==> src/rtl/maxpool_nxn_if.sv <==
// rtl/maxpool_nxn_if.sv - pixel stream in / pooled pixel out bundle for maxpool_nxn
interface maxpool_nxn_if #(
  parameter int BW = 16,
  parameter int CH = 1
) ();
  logic               i_valid;
  logic [CH*BW-1:0]   i_data;
  logic               o_valid;
  logic [CH*BW-1:0]   o_data;
  logic               o_end;

  modport master (
    output i_valid, i_data,
    input  o_valid, o_data, o_end
  );

  modport slave (
    input  i_valid, i_data,
    output o_valid, o_data, o_end
  );
endinterface

==> src/rtl/maxpool_nxn.sv <==
// rtl/maxpool_nxn.sv - streaming non-overlapping P_SIZE x P_SIZE max/average pooling
// Horizontal reduction in h_acc, vertical reduction through a one-row line buffer.
module maxpool_nxn #(
  parameter int BW      = 16,
  parameter int CH      = 1,
  parameter int P_SIZE  = 2,
  parameter int IF_SIZE = 8,
  parameter int MODE    = 0
) (
  input  logic         clk,
  input  logic         global_rst_n,
  input  logic         rst,
  maxpool_nxn_if.slave bus
);
  localparam int LOG2P = (P_SIZE == 4) ? 2 : 1;
  localparam int SH    = (MODE == 1) ? 2 * LOG2P : 0;
  localparam int AW    = BW + SH;
  localparam int NW    = IF_SIZE / P_SIZE;
  localparam int CW    = (IF_SIZE > 1) ? $clog2(IF_SIZE) : 1;
  localparam int IW    = (NW > 1) ? $clog2(NW) : 1;

  if ((P_SIZE != 2 && P_SIZE != 4) || (IF_SIZE % P_SIZE != 0) || (MODE != 0 && MODE != 1))
  begin : g_bad_params
    $error("maxpool_nxn: P_SIZE must be 2 or 4, IF_SIZE a multiple of P_SIZE, MODE 0 or 1");
  end

  typedef logic signed [AW-1:0] acc_t;

  function automatic acc_t op_f(input acc_t a, input acc_t b);
    acc_t r;
    if (MODE == 0) r = (a > b) ? a : b;
    else           r = a + b;
    return r;
  endfunction

  logic [CW-1:0]    col;
  logic [CW-1:0]    row;
  logic [LOG2P-1:0] ph;
  logic [LOG2P-1:0] pv;
  logic [IW-1:0]    idx;
  logic             win_start;
  logic             win_end;
  logic             row_first;
  logic             row_last_win;
  logic             frame_end;

  acc_t             samp  [CH];
  acc_t             h_acc [CH];
  acc_t             h_new [CH];
  acc_t             v_new [CH];
  acc_t             lbuf  [CH][NW];
  logic [CH*BW-1:0] fin_all;

  logic             o_valid_q;
  logic             o_end_q;
  logic [CH*BW-1:0] o_data_q;

  // P_SIZE is a power of two, so window phase and line-buffer index are bit slices
  assign ph           = col[LOG2P-1:0];
  assign pv           = row[LOG2P-1:0];
  assign idx          = IW'(col >> LOG2P);
  assign win_start    = (ph == '0);
  assign win_end      = (ph == '1);
  assign row_first    = (pv == '0);
  assign row_last_win = (pv == '1);
  assign frame_end    = (col == CW'(IF_SIZE - 1)) && (row == CW'(IF_SIZE - 1));

  for (genvar c = 0; c < CH; c++) begin : g_ch
    logic signed [BW-1:0] x;
    assign x        = bus.i_data[c*BW +: BW];
    assign samp[c]  = AW'(x);
    assign h_new[c] = op_f(h_acc[c], samp[c]);
    assign v_new[c] = op_f(lbuf[c][idx], h_new[c]);
    // Average divides by P*P with an arithmetic shift (floor toward -inf)
    assign fin_all[c*BW +: BW] = v_new[c][SH +: BW];
  end

  always_ff @(posedge clk or negedge global_rst_n) begin
    if (!global_rst_n) begin
      col       <= '0;
      row       <= '0;
      o_valid_q <= 1'b0;
      o_end_q   <= 1'b0;
      o_data_q  <= '0;
      for (int c = 0; c < CH; c++) h_acc[c] <= '0;
    end else if (rst) begin
      col       <= '0;
      row       <= '0;
      o_valid_q <= 1'b0;
      o_end_q   <= 1'b0;
      o_data_q  <= '0;
      for (int c = 0; c < CH; c++) h_acc[c] <= '0;
    end else begin
      o_valid_q <= 1'b0;
      o_end_q   <= 1'b0;
      if (bus.i_valid) begin
        if (col == CW'(IF_SIZE - 1)) begin
          col <= '0;
          row <= (row == CW'(IF_SIZE - 1)) ? '0 : row + CW'(1);
        end else begin
          col <= col + CW'(1);
        end
        for (int c = 0; c < CH; c++) h_acc[c] <= win_start ? samp[c] : h_new[c];
        if (win_end && row_last_win) begin
          o_valid_q <= 1'b1;
          o_end_q   <= frame_end;
          o_data_q  <= fin_all;
        end
      end
    end
  end

  // No reset needed: the first row of every window band overwrites its entry
  always_ff @(posedge clk) begin
    if (!rst && bus.i_valid && win_end && !row_last_win) begin
      for (int c = 0; c < CH; c++) lbuf[c][idx] <= row_first ? h_new[c] : v_new[c];
    end
  end

  assign bus.o_valid = o_valid_q;
  assign bus.o_end   = o_end_q;
  assign bus.o_data  = o_data_q;
endmodule

==> src/flat_wrapper.sv <==
// flat-port wrapper written by rule: the top's interface ports become plain ports
module maxpool_nxn_flat 
#(
  parameter int BW      = 16,
  parameter int CH      = 1,
  parameter int P_SIZE  = 2,
  parameter int IF_SIZE = 8,
  parameter int MODE    = 0
)
  (clk, global_rst_n, rst, bus_i_valid, bus_i_data, bus_o_valid, bus_o_data, bus_o_end);
  maxpool_nxn_if #(.BW(BW), .CH(CH)) bus_i ();
  input  logic clk;
  input  logic global_rst_n;
  input  logic rst;
  input wire logic [$bits(bus_i.i_valid)-1:0] bus_i_valid;
  input wire logic [$bits(bus_i.i_data)-1:0] bus_i_data;
  output wire logic [$bits(bus_i.o_valid)-1:0] bus_o_valid;
  output wire logic [$bits(bus_i.o_data)-1:0] bus_o_data;
  output wire logic [$bits(bus_i.o_end)-1:0] bus_o_end;
  assign bus_i.i_valid = bus_i_valid;
  assign bus_i.i_data = bus_i_data;
  assign bus_o_valid = bus_i.o_valid;
  assign bus_o_data = bus_i.o_data;
  assign bus_o_end = bus_i.o_end;
  maxpool_nxn #(.BW(BW), .CH(CH), .P_SIZE(P_SIZE), .IF_SIZE(IF_SIZE), .MODE(MODE)) u_core (.clk(clk), .global_rst_n(global_rst_n), .rst(rst), .bus(bus_i));
endmodule
==> config.mk <==
export PLATFORM = sky130hd
export DESIGN_NAME = maxpool_nxn_flat
export DESIGN_NICKNAME = d
export VERILOG_FILES = /design/src/rtl/maxpool_nxn_if.sv /design/src/rtl/maxpool_nxn.sv /design/src/flat_wrapper.sv
export SDC_FILE = /design/constraint.sdc
export NUM_CORES = 1
export LEC_CHECK = 0
export ABC_AREA = 1
export CAP_MARGIN = 20
export CORE_MARGIN = 2
export CORE_UTILIZATION = 59
export CTS_CLUSTER_DIAMETER = 30
export DETAILED_ROUTE_END_ITERATION = 7
export GPL_TIMING_DRIVEN = 0
export PLACE_DENSITY_LB_ADDON = 0.05
export SLEW_MARGIN = 20
export SYNTH_ARGS = -nofsm -noshare
export SYNTH_HDL_FRONTEND = slang
export SYNTH_SLANG_ARGS = --single-unit
==> constraint.sdc <==
create_clock -name clk -period 4.66 [get_ports clk]
set_clock_uncertainty 0.2 [all_clocks]
set_input_delay 0.932 -clock clk [delete_from_list [all_inputs] [get_ports clk]]
set_output_delay 0.932 -clock clk [all_outputs]
set_load 0.01 [all_outputs]
==> results of run 1 <==
-- where the power goes --
group          total [mW]  switching, mW  internal, mW
clock               0.545          0.340         0.205
combinational        1.07          0.632         0.437
sequential           1.09         0.0272          1.06
total                2.70          0.999          1.70
-- cell usage after synthesis, types with 2 or more instances --
master	number
nand3_2	3
nand4_1	24
buf_2	2
a221oi_1	7
or2_2	11
o21a_1	3
inv_1	58
nand2_1	137
clkinv_1	3
clkbuf_1	16
a21oi_1	10
nor3_1	3
and2_1	8
dfrtp_1	40
o21ai_0	16
a22o_1	3
nor2_1	17
o221ai_1	16
a22oi_1	22
inv_2	2
a211oi_1	2
edfxtp_1	64
ha_1	35
nand3_1	40
nand2_2	4
-- cells in the final DEF, fill, tap and decap left out, types with 8 or more instances in the layout --
cell and count:
a22oi_1 22, and2_1 8, buf_4 22, clkbuf_1 13, clkbuf_8 10, clkdlybuf4s50_1 29
dfrtp_1 40, edfxtp_1 64, ha_1 16, ha_4 19, inv_1 44, inv_2 16
nand2_1 105, nand2_2 31, nand3_1 28, nand3_2 13, nand4_1 24, nor2_1 12
o221ai_1 16, or2_2 11
-- sequential cells by signal, indices dropped and copies added, names as in the netlist --
register and cells:
u_core.bus.o_valid 1, u_core.bus.o_data 16, u_core.bus.o_end 1, u_core.col 3, u_core.row 3, u_core.lbuf 64, u_core.h_acc 16
-- cell type report --
class,instances,area [um2]
clock inverters,6,52.6
repair buffers,69,698
plain buffers,19,133
clock buffers,10,128
flip-flops and latches,104,2920
multi-input cells,375,2840
fillers,559,1960
well taps,111,139
inverters,63,236
-- metal layers --
| metal | part of all wire, % | wire (um) |
|---|---|---|
| met4 | 2.4 | 366 |
| met2 | 50 | 7710 |
| met3 | 7.3 | 1120 |
| met5 | 0 | 0 |
| met1 | 40 | 6190 |
-- worst min path at each step --
stage	start	to	slack [ns]	cells after the start
floorplan	u_core.row[1]	u_core.row[1]	0.27	2
global placement	u_core.bus.o_data[13]	u_core.bus.o_data[13]	0.27	2
detailed placement	u_core.bus.o_data[9]	u_core.bus.o_data[9]	0.27	2
CTS	u_core.bus.o_data[2]	u_core.bus.o_data[2]	0.29	2
global route	u_core.bus.o_data[6]	u_core.bus.o_data[6]	0.31	2
finish	u_core.bus.o_data[3]	u_core.bus.o_data[3]	0.29	2
-- stage by stage --
step	instances	area, um2	hold slack, ns	utilization [%]
after global placement	709	5980	0.266	65.7
after CTS	741	6500	0.293	71.3
after floorplan	561	5480	0.270	-
after detailed placement	716	6090	0.265	66.8
final	757	7150	0.293	78.5
after global routing	757	7150	0.313	78.5
-- cell families (layout without fill, tap and decap cells) --
| logic type | Yosys count | in the layout |
|---|---|---|
| adders and majority gates | 35 | 35 |
| AOI/OAI and AO/OA | 86 | 86 |
| buffers and inverters | 82 | 167 |
| and+or+nand+nor | 254 | 254 |
| DFF | 104 | 104 |
-- timing repair --
action                     in CTS  in global routing
cloned                          2                  1
setup endpoints to repair      80                 80
resized for setup              55                113
buffers inserted                7                 15
hold endpoints to repair        0                  0
pin swaps                       7                 35
-- critical path, cell delays in order --
cell	delay (ns)
clkdlybuf4s50_1	0.45
inv_1	0.09
ha_4	0.26
nand3_1	0.10
nand2_1	0.09
a21oi_2	0.25
nand2_1	0.11
nand2_2	0.13
nand3_4	0.15
clkbuf_8	0.19
buf_4	0.13
nand2_1	0.10
o21ai_4	0.10
ha_4	0.23
nand2_1	0.11
nor2_1	0.07
a211oi_1	0.18
nand2_1	0.11
nand2_2	0.11
nand2_2	0.07
nand2_4	0.13
nand3_4	0.14
buf_6	0.16
nand2_1	0.09
nand3_1	0.10
nand2_2	0.15
==> results.txt, run 1 <==
status: finished with violations
failing checks: setup timing
Synth top area share: 35.1%
worst skew pair latency: 0.37 ns
Setup WS pre-CTS: -1.29 ns
iteration count of the initial detailed-routing pass: 5
Crit Path Max Fanout: 7
pwr dens: 378 nW/um2
Worst Hold Class: register to register
Max-Slew Margin vs Limit: 44.6%
Initial DRC Count: 405
synthesized-area fraction occupied by adder cells: 8.00%
Post-Synthesis Cells: 561
Clock transition at path regs: 0.11 ns
Cell Area, Synth: 5480 um2
Post-route DRC: 0
simple-gate portion of the synthesized area: 21.6%
VDD IR-drop max: 186 uV
setup slack after layout: -0.0478 ns
H-tree depth: 3
die area: 10100 um2
initial core utilization: 60.1%
number of CTS-inserted buffers: 9
GRT Resource Usage Total: 28.3%
Pleak: 3.08 nW
met2 usage: 45.8%
Clock Sinks: 104
Worst Path Arrival: 4.74 ns
Site Rows: 35
met3 global-route usage: 4.60%
diode count: 0
Worst setup EP type: register
Final Hold Viols: 0
main combinational cell family by area after synthesis: simple AND/OR/NAND/NOR gates
min cycle time layout: 4.71 ns
Area contributors post-synth: edfxtp_1 (35%), dfrtp_1 (18%), nand2_1 (9.4%)
GPL Wtd Cong: 0.897
Synth Warn #: 0
Root Driver: clkbuf_8
core area: 9110 um2
Final ANT Viol Nets: 0
DP HPWL: 9940 um
grt total ovfl: 0
top_reg_cell synth: edfxtp_1
maxcap violations: 0
synthesized area per cell: 9.76 um2
max-slew violation count: 0
Area growth syn-to-layout: 30.6%
initial antenna violation count: 0
Setup Crit Path Kind: input pin to register
number of global-route vias before repair: 4369
unrepaired setup endpoints after global routing: yes
Syn Nets: 616
Final #Nets: 696
worst reg-to-reg path cell count: 26
CP startpoint: bus_i_data[10]
routed vias/inst: 6.24
ys async rst share: 38.5%
Yosys top cell by area: edfxtp_1
clk buf depth: 2
first-pass GRT wire length: 21600 um
Worst EP required: 4.69 ns
post-synthesis mux area share: 0%
M1 GR Usage: 39.1%
CTS tree: built
busiest grt layer: met2
synth unique cells: 40
Seq/Total Area, Yosys: 53.4%
Worst-Margin Slew: 0.831 ns
drt wl/cell: 20.3 um
Setup TNS Final: -0.631 ns
share of cells above drive strength 1: 28.8%
I/O Buffers: 37
complex-gate fraction of the synthesized area: 11.2%
r2r startpoint: u_core.h_acc[9]
die span in x: 100 um
Worst Setup EP: u_core.lbuf[0][34]
Tcrit/Tclk final: 101%
Max Fclk: 212 MHz
Synth Area in XOR/XNOR: 0%
number of hold buffers added after cts: 0
r2r endpoint: u_core.lbuf[0][34]
Die Height: 100 um
total power draw: 2.70 mW
number of synthesized register bits: 104
startpoint types: input pin
largest net degree at the start of global routing: 22
Reg2Reg Setup Slack: 0.47 ns
# setup viols final: 44
vias post-DR: 4720
final WL: 15400 um
number of flops mapped to enable cells by yosys: 64
top-level I/O count: 38
Note: power is estimated with default switching activity, not from simulation.
==> run 2: changes to the inputs <==
CORE_ASPECT_RATIO = 0.75   (was unset)
CORE_UTILIZATION = 64   (was 59)
clock period = 5.5 ns   (was 4.66 ns; I/O delays follow)
==> run 2 against run 1 <==
  * The flow now finishes without violations
  * Power decreased by 20%
  * Register-to-register slack improved by 0.56 ns
  * Largest cell class unchanged
  * Design area decreased by 10%
  * Wire length decreased by 13%
  * Sequential cell count unchanged
  * Setup slack improved by 0.22 ns
  * Combinational power decreased by 43%
  * First-iteration DRC count decreased by 4.9%
  * Clock power increased by 16%
  * Core utilization decreased by 2.1 points
  * Final cell count decreased by 3.7%
==> results.txt, run 2 (synthesis gave the netlist of run 1 again) <==
Initial DRC Count: 385
Slowest-stage cell, CP: clkdlybuf4s50_1
Final #Nets: 671
VDD IR-drop max: 206 uV
iteration count of the initial detailed-routing pass: 5
Hold WS: 0.282 ns
worst skew pair latency: 0.35 ns
drt wl/cell: 18.3 um
GPL Wtd Cong: 0.922
pwr dens: 338 nW/um2
Max-Slew Margin vs Limit: 46.0%
setup slack after layout: 0.173 ns
max FFs per register: 64
Clock transition at path regs: 0.07 ns
Root Driver: clkbuf_16
H-tree depth: 3
number of CTS-inserted buffers: 9
number of hold buffers added after cts: 0
highest-count cells in the layout ignoring fill and taps: nand2_1 (137), edfxtp_1 (64), inv_1 (58)
largest reg by FF count: u_core.lbuf
max-slew violation count: 0
die area: 9320 um2
first-pass GRT wire length: 20900 um
critical path cell sequence: clkdlybuf4s50_1 > inv_1 > ha_2 > nand2_2 > nor3_4 > nand2_1 > nand2_1 > nand2_2 > nand3_2 > clkbuf_2 > o21ai_1 > ha_2 > nand4_1 > nor4_1 > nand2_1 > nand3_4 > buf_2 > nand4_1 > nand3_1 > nand2_1
Seq pwr share: 42.4%
Post-route DRC: 0
CP most frequent cell: nand2_1
most common cell after layout, fill and taps aside: nand2_1
I/O Buffers: 37
post-route cell area: 6400 um2
CTS tree: built
Clock Sinks: 104
die span in x: 111 um
DP HPWL: 9810 um
Pleak: 2.86 nW
Worst Hold Class: register to register
Setup TNS Final: 0 ns
internal cell power: 1.46 mW
initial core utilization: 65.3%
initial antenna violation count: 0
diode count: 0
routed vias/inst: 6.15
Crit Path Max Fanout: 10
largest net degree at the start of global routing: 33
Slowest Stage Delay on Critical Path: 0.46 ns
Tcrit/Tclk final: 96.8%
Worst-Margin Slew: 0.808 ns
startpoint types: input pin
Site Rows: 29
maxcap violations: 0
min cycle time layout: 5.33 ns
final WL: 13400 um
unrepaired setup endpoints after global routing: no
post-placement cell area: 6060 um2
top-level I/O count: 38
Final ANT Viol Nets: 0
GRT Resource Usage Total: 28.9%
Worst EP required: 5.36 ns
Sw Share: 32.4%
Die Height: 84.1 um
share of total power in the clock network: 29.3%
vias post-DR: 4480
Worst Path Arrival: 5.19 ns
Final Hold Viols: 0
Area growth syn-to-layout: 16.9%
# setup viols final: 0
total power draw: 2.16 mW
Worst setup EP type: register
core area: 8380 um2
grt total ovfl: 0
Setup WS pre-CTS: -0.513 ns
share of cells above drive strength 1: 10.1%
status: finished, final reports clean
number of global-route vias before repair: 4327
Max Fclk: 188 MHz
Psw: 0.701 mW
Setup Crit Path Kind: input pin to register
clk buf depth: 2
combinational cell fraction of total power: 28.3%
[run 2: cell types whose count changed in the layout (fill, tap and decap cells not counted), moves of 14 or more]
cell,previous run,this run
ha_4,19,0
buf_4,22,4
nand2_2,31,4
inv_2,16,2
ha_1,16,33
nand2_1,105,137
inv_1,44,58
[run 2: cell type report]
class | instances | area, um2
inverters | 63 | 236
clock buffers | 10 | 229
flip-flops and latches | 104 | 2920
clock inverters | 6 | 66.3
repair buffers | 44 | 445
well taps | 108 | 135
plain buffers | 19 | 90.1
multi-input cells | 375 | 2280
fillers | 577 | 1980
[run 2: stage by stage]
| stage | std cells | util (%) |
|---|---|---|
| final | 729 | 76.4 |
| after global routing | 729 | 76.4 |
| after CTS | 729 | 76.0 |
| after detailed placement | 711 | 72.2 |
| after global placement | 706 | 71.4 |
| after floorplan | 561 | - |
[run 2: final timing paths]
| check | start | to | slack, ns | cells after the start |
|---|---|---|---|---|
| worst min register to register | u_core.bus.o_data[11] | u_core.bus.o_data[11] | 0.28 | 2 |
| worst max-delay path | bus_i_data[15] | u_core.lbuf[0][9] | 0.17 | 20 |
| worst min-delay path | u_core.bus.o_data[11] | u_core.bus.o_data[11] | 0.28 | 2 |
| worst max register to register | u_core.h_acc[15] | u_core.lbuf[0][9] | 1.03 | 18 |
| max in group asynchronous | global_rst_n | u_core.bus.o_data[4] | 4.24 | 2 |
| min in group asynchronous | global_rst_n | u_core.bus.o_data[12] | 0.41 | 1 |
[run 2: timing repair]
| action | CTS | global route |
|---|---|---|
| endpoints found under the setup margin | 60 | 75 |
| gates resized for setup | 2 | 22 |
| pin swaps | 1 | 1 |
| setup buffers | 2 | 0 |
[run 2: metal layers]
metal / wire [um] / GRT usage, % / up-vias
met5: 0 / 0 / -
met4: 330 / 10.6 / 0
met3: 868 / 5.81 / 35
met2: 6320 / 46.7 / 165
met1: 5830 / 39.5 / 2178
li1: - / - / 2102
[run 2: power by group through the flow]
stage	combinational (mW)	sequential, mW	clock [mW]
global placement	0.555	0.932	0
CTS	0.585	0.917	0.639
global route	0.674	0.920	0.662
finish	0.613	0.918	0.633
floorplan	0.407	0.931	0
detailed placement	0.579	0.934	0
[run 2: worst max-delay path, delay by kind of cell]
family          cells  cell delay (ns)
compound gates      1             0.18
fa+ha+maj           2             0.82
buf+inv             4             1.07
simple gates       13             2.00
